==> src/rtl/pes_downco.sv <==
// Loadable down-counter/timer with terminal-count pulse and optional auto-reload.
// Single clock domain; synchronous active-low reset.
module pes_downco #(
    parameter int WIDTH = 8
) (
    input  logic             clk,
    input  logic             reset,
    input  logic             load,
    input  logic [WIDTH-1:0] load_val,
    input  logic             start,
    input  logic             stop,
    input  logic             auto_reload,
    output logic [WIDTH-1:0] q,
    output logic             busy,
    output logic             done,
    output logic             tc
);

    typedef enum logic [1:0] {
        IDLE = 2'd0,
        RUN  = 2'd1,
        DONE = 2'd2
    } state_t;

    localparam logic [WIDTH-1:0] ZERO = '0;
    localparam logic [WIDTH-1:0] ONE  = {{(WIDTH-1){1'b0}}, 1'b1};

    state_t           state, state_next;
    logic [WIDTH-1:0] reload_reg, reload_next;
    logic [WIDTH-1:0] q_next;
    logic             tc_next;
    logic [WIDTH-1:0] start_val;

    // A load that coincides with start supplies the start value directly.
    assign start_val = load ? load_val : q;

    always_comb begin
        // NOTE: every combinational output gets a default first so no path leaves it unassigned (no latch).
        state_next  = state;
        q_next      = q;
        reload_next = reload_reg;
        tc_next     = 1'b0;

        if (load) begin
            reload_next = load_val;
        end

        case (state)
            RUN: begin
                if (stop) begin
                    state_next = IDLE;
                end else if (q > ONE) begin
                    q_next = q - ONE;
                end else if (auto_reload && (reload_reg != ZERO)) begin
                    q_next  = reload_reg;
                    tc_next = 1'b1;
                end else begin
                    q_next     = ZERO;
                    tc_next    = 1'b1;
                    state_next = DONE;
                end
            end
            default: begin
                // IDLE and DONE share handling; stop only clears DONE.
                if (stop) begin
                    state_next = IDLE;
                end else if (start) begin
                    q_next = start_val;
                    if (start_val != ZERO) begin
                        state_next = RUN;
                    end else begin
                        tc_next    = 1'b1;
                        state_next = DONE;
                    end
                end else if (load) begin
                    q_next     = load_val;
                    state_next = IDLE;
                end
            end
        endcase
    end

    always_ff @(posedge clk) begin
        // NOTE: state registers use non-blocking assignments so every flop samples pre-edge values.
        if (!reset) begin
            state      <= IDLE;
            q          <= ZERO;
            reload_reg <= ZERO;
            tc         <= 1'b0;
        end else begin
            state      <= state_next;
            q          <= q_next;
            reload_reg <= reload_next;
            tc         <= tc_next;
        end
    end

    assign busy = (state == RUN);
    assign done = (state == DONE);

endmodule

==> config.mk <==
export PLATFORM = sky130hd
export DESIGN_NAME = pes_downco
export DESIGN_NICKNAME = d
export VERILOG_FILES = /design/src/rtl/pes_downco.sv
export SDC_FILE = /design/constraint.sdc
export NUM_CORES = 1
export LEC_CHECK = 0
export BUFFER_PORTS_ARGS = -buffer_cell sky130_fd_sc_hd__buf_2
export CORE_UTILIZATION = 44
export DETAILED_ROUTE_END_ITERATION = 16
export PLACE_DENSITY = 0.8
export SLEW_MARGIN = 10
export SYNTH_ARGS = -nofsm -noshare
export SYNTH_HDL_FRONTEND = slang
export SYNTH_SLANG_ARGS = --single-unit
==> constraint.sdc <==
create_clock -name clk -period 1.8 [get_ports clk]
set_input_delay 0.27 -clock clk [delete_from_list [all_inputs] [get_ports clk]]
set_output_delay 0.27 -clock clk [all_outputs]
set_load 0.02 [all_outputs]
==> qor.yml <==
cts.reportedPaths.clkPinSlew_ns: 0.11
power_leakage_uw: 0.000586
die_h_um: 54.0
cts.sinks: 19
core_area_sq_mm: 0.00252
crit_chain: "inv_1 > ha_2 > or2_2 > a31oi_4 > a222oi_1 > a21oi_1"
htreeDepth: 1
synthesis.nets: 148
place_hpwl_mm: 2.37
avgViaCountPerCell: 6.46
avgSynthCellArea_sq_um: 9.02
routed_wl_mm: 3.27
fp.dieW_um: 54.0
synth_edf_count: 0
io_pins: 25
tns_ns: 0
cts_tree: "built"
crit_family: "compound AO/OA/AOI/OAI gates"
antenna_found_initial: 0
overflow: 0
n_antenna_cell: 0
synth.ff_latch_count: 19
start_util_pct: 47.2
clk_latency_ns: 0.31
ys_async_sr_fraction_pct: 0
cts_made_buffers: 3
crit_required_ns: 2.04
cts_buffer_depth: 2
std_cell_rows: 18
track_usage_pct: 24.2
irDropWorstVdd_uv: 547
ys_types: 53
syn_area_sq_mm: 0.00119
skew_ns: 0.00143
gp_congestion: 0.948
synthToLayoutAreaGrowth_pct: 18.6
fin_crit_ns: 1.71
root_buffer: "clkbuf_4"
syn_inst: 132
slew_headroom_pct: 71.4
finalSetupViolCount: 0
finalPower_uw: 1040
first_global_vias: 1084
dieArea_sq_mm: 0.00292
synth-warning-count: 0
rsz0062_at_grt: "false"
drtAntennaViolNets: 0
drive_gt1_share_pct: 33.3
ctsHoldBuffers: 0
start_kind: "flip-flop"
vias: 1241
worstPathArrival_ns: 1.96
hold_viol: 0
io_buffers: 24
hp-class: "primary input to flip-flop"
drc_errors: 0
maxCapViolCount: 0
dr.pass1.iters: 4
wl_per_cell_um: 17.0
drv_slew: 0
whs_path_depth: 3
grt_max_degree: 17
r2r_cells: 6
critPathCaptureType: "flip-flop"
worstMarginPinSlew_ns: 0.425
min_period_over_period_pct: 95.1
synth-seq-area-share_pct: 31.9
worst-path-buf-inv: 1
grt_pass1_wl_mm: 5.06
crit_path_max_incr_delay_ns: 0.41
crit_type: "flip-flop to flip-flop"
layout.nets: 179
critPathSlowestCell: "dfxtp_4"
holdWs_ns: 0.224
power_density_mw_per_mm2: 734
cp_num_cells: 6
drt_iter0_markers: 58
outcome: "completed"
max_freq_mhz: 584
crit_fanout: 9
synthFlopType: "dfxtp_1"
logic make-up after synthesis:
kind of cell             after synthesis  synth area share, %
flip-flops                            19                 31.9
AND/OR/NAND/NOR                       49                 24.6
XOR/XNOR                               1                0.735
buffers and inverters                 13                 5.04
multiplexers                           9                 7.67
AO/OA/AOI/OAI                         39                 27.9
adder cells (fa/ha/maj)                2                 2.10
worst min-delay path, delay by kind of cell:
| kind | cells | cell delay, ns |
|---|---|---|
| buffers and inverters | 1 | 0.10 |
| multiplexers | 1 | 0.07 |
| AND/OR/NAND/NOR | 1 | 0.07 |
report_power, final:
part	internal (uW)	leakage, uW	switching [uW]
Combinational	132	0.000414	183
Sequential	446	0.000157	42.9
Clock	86.8	0.0000150	146
Total	664	0.000586	372
Yosys cell counts (2+ instances only):
cell type / count / area (sq um)
a222oi_1: 3 / 30.0
dfxtp_1: 19 / 380
nor3_1: 2 / 10.0
nand4_1: 6 / 37.5
a211oi_2: 2 / 25.0
inv_1: 6 / 22.5
o2bb2ai_1: 2 / 17.5
nor2_1: 12 / 45.0
nor3_4: 2 / 32.5
buf_2: 3 / 15.0
nor4_1: 5 / 31.3
nand2_1: 9 / 33.8
mux2i_1: 8 / 80.1
o21ai_0: 2 / 10.0
ha_1: 2 / 25.0
a21oi_1: 6 / 30.0
a31oi_1: 3 / 18.8
a22oi_1: 5 / 37.5
routing by layer:
layer / vias to the layer above / global-route usage (%) / wire length, um
met1: 574 / 31.1 / 1320
met4: 0 / 8.12 / 53
met5: - / 0 / 0
li1: 575 / - / -
met3: 8 / 5.65 / 371
met2: 84 / 39.3 / 1530
timing repair:
item	in CTS	in global routing
gates resized for setup	0	4
setup endpoints to repair	0	7
buffers inserted	0	2
metrics by stage:
step	std cells	util, %	instance area (sq um)	setup WS, ns
6_report	192	56.0	1410	0.0876
5_1_grt	192	56.0	1410	0.00999
4_1_cts	190	54.9	1390	0.0336
3_5_place_dp	186	53.9	1360	0.0550
3_3_place_gp	186	53.9	1360	0.150
2_1_floorplan	132	-	1190	0.107
cells in the final DEF (no fill, tap or decap), types with 3 or more instances in the layout:
cell,n
mux2i_1,8
buf_2,24
dfxtp_1,17
nor4_1,5
a222oi_1,3
nand4_1,6
nor2_1,12
nand2_1,9
inv_1,6
a21oi_1,6
buf_4,7
clkbuf_4,3
a31oi_1,3
a22oi_1,5
final timing paths:
check / startpoint / endpoint / slack, ns
hold reg to reg: state[0] / state[0] / 0.50
setup reg to reg: q[0] / q[4] / 0.09
hold / removal: load_val[5] / reload_reg[5] / 0.22
setup / recovery: q[0] / q[4] / 0.09
final cells by class:
class	count	area [sq um]
multi-input cells	100	758
fillers	228	1110
well taps	30	37.5
flip-flops and latches	19	388
repair buffers	31	173
inverters	8	30.0
clock buffers	4	26.3
Power figures use the tool's default switching activity.
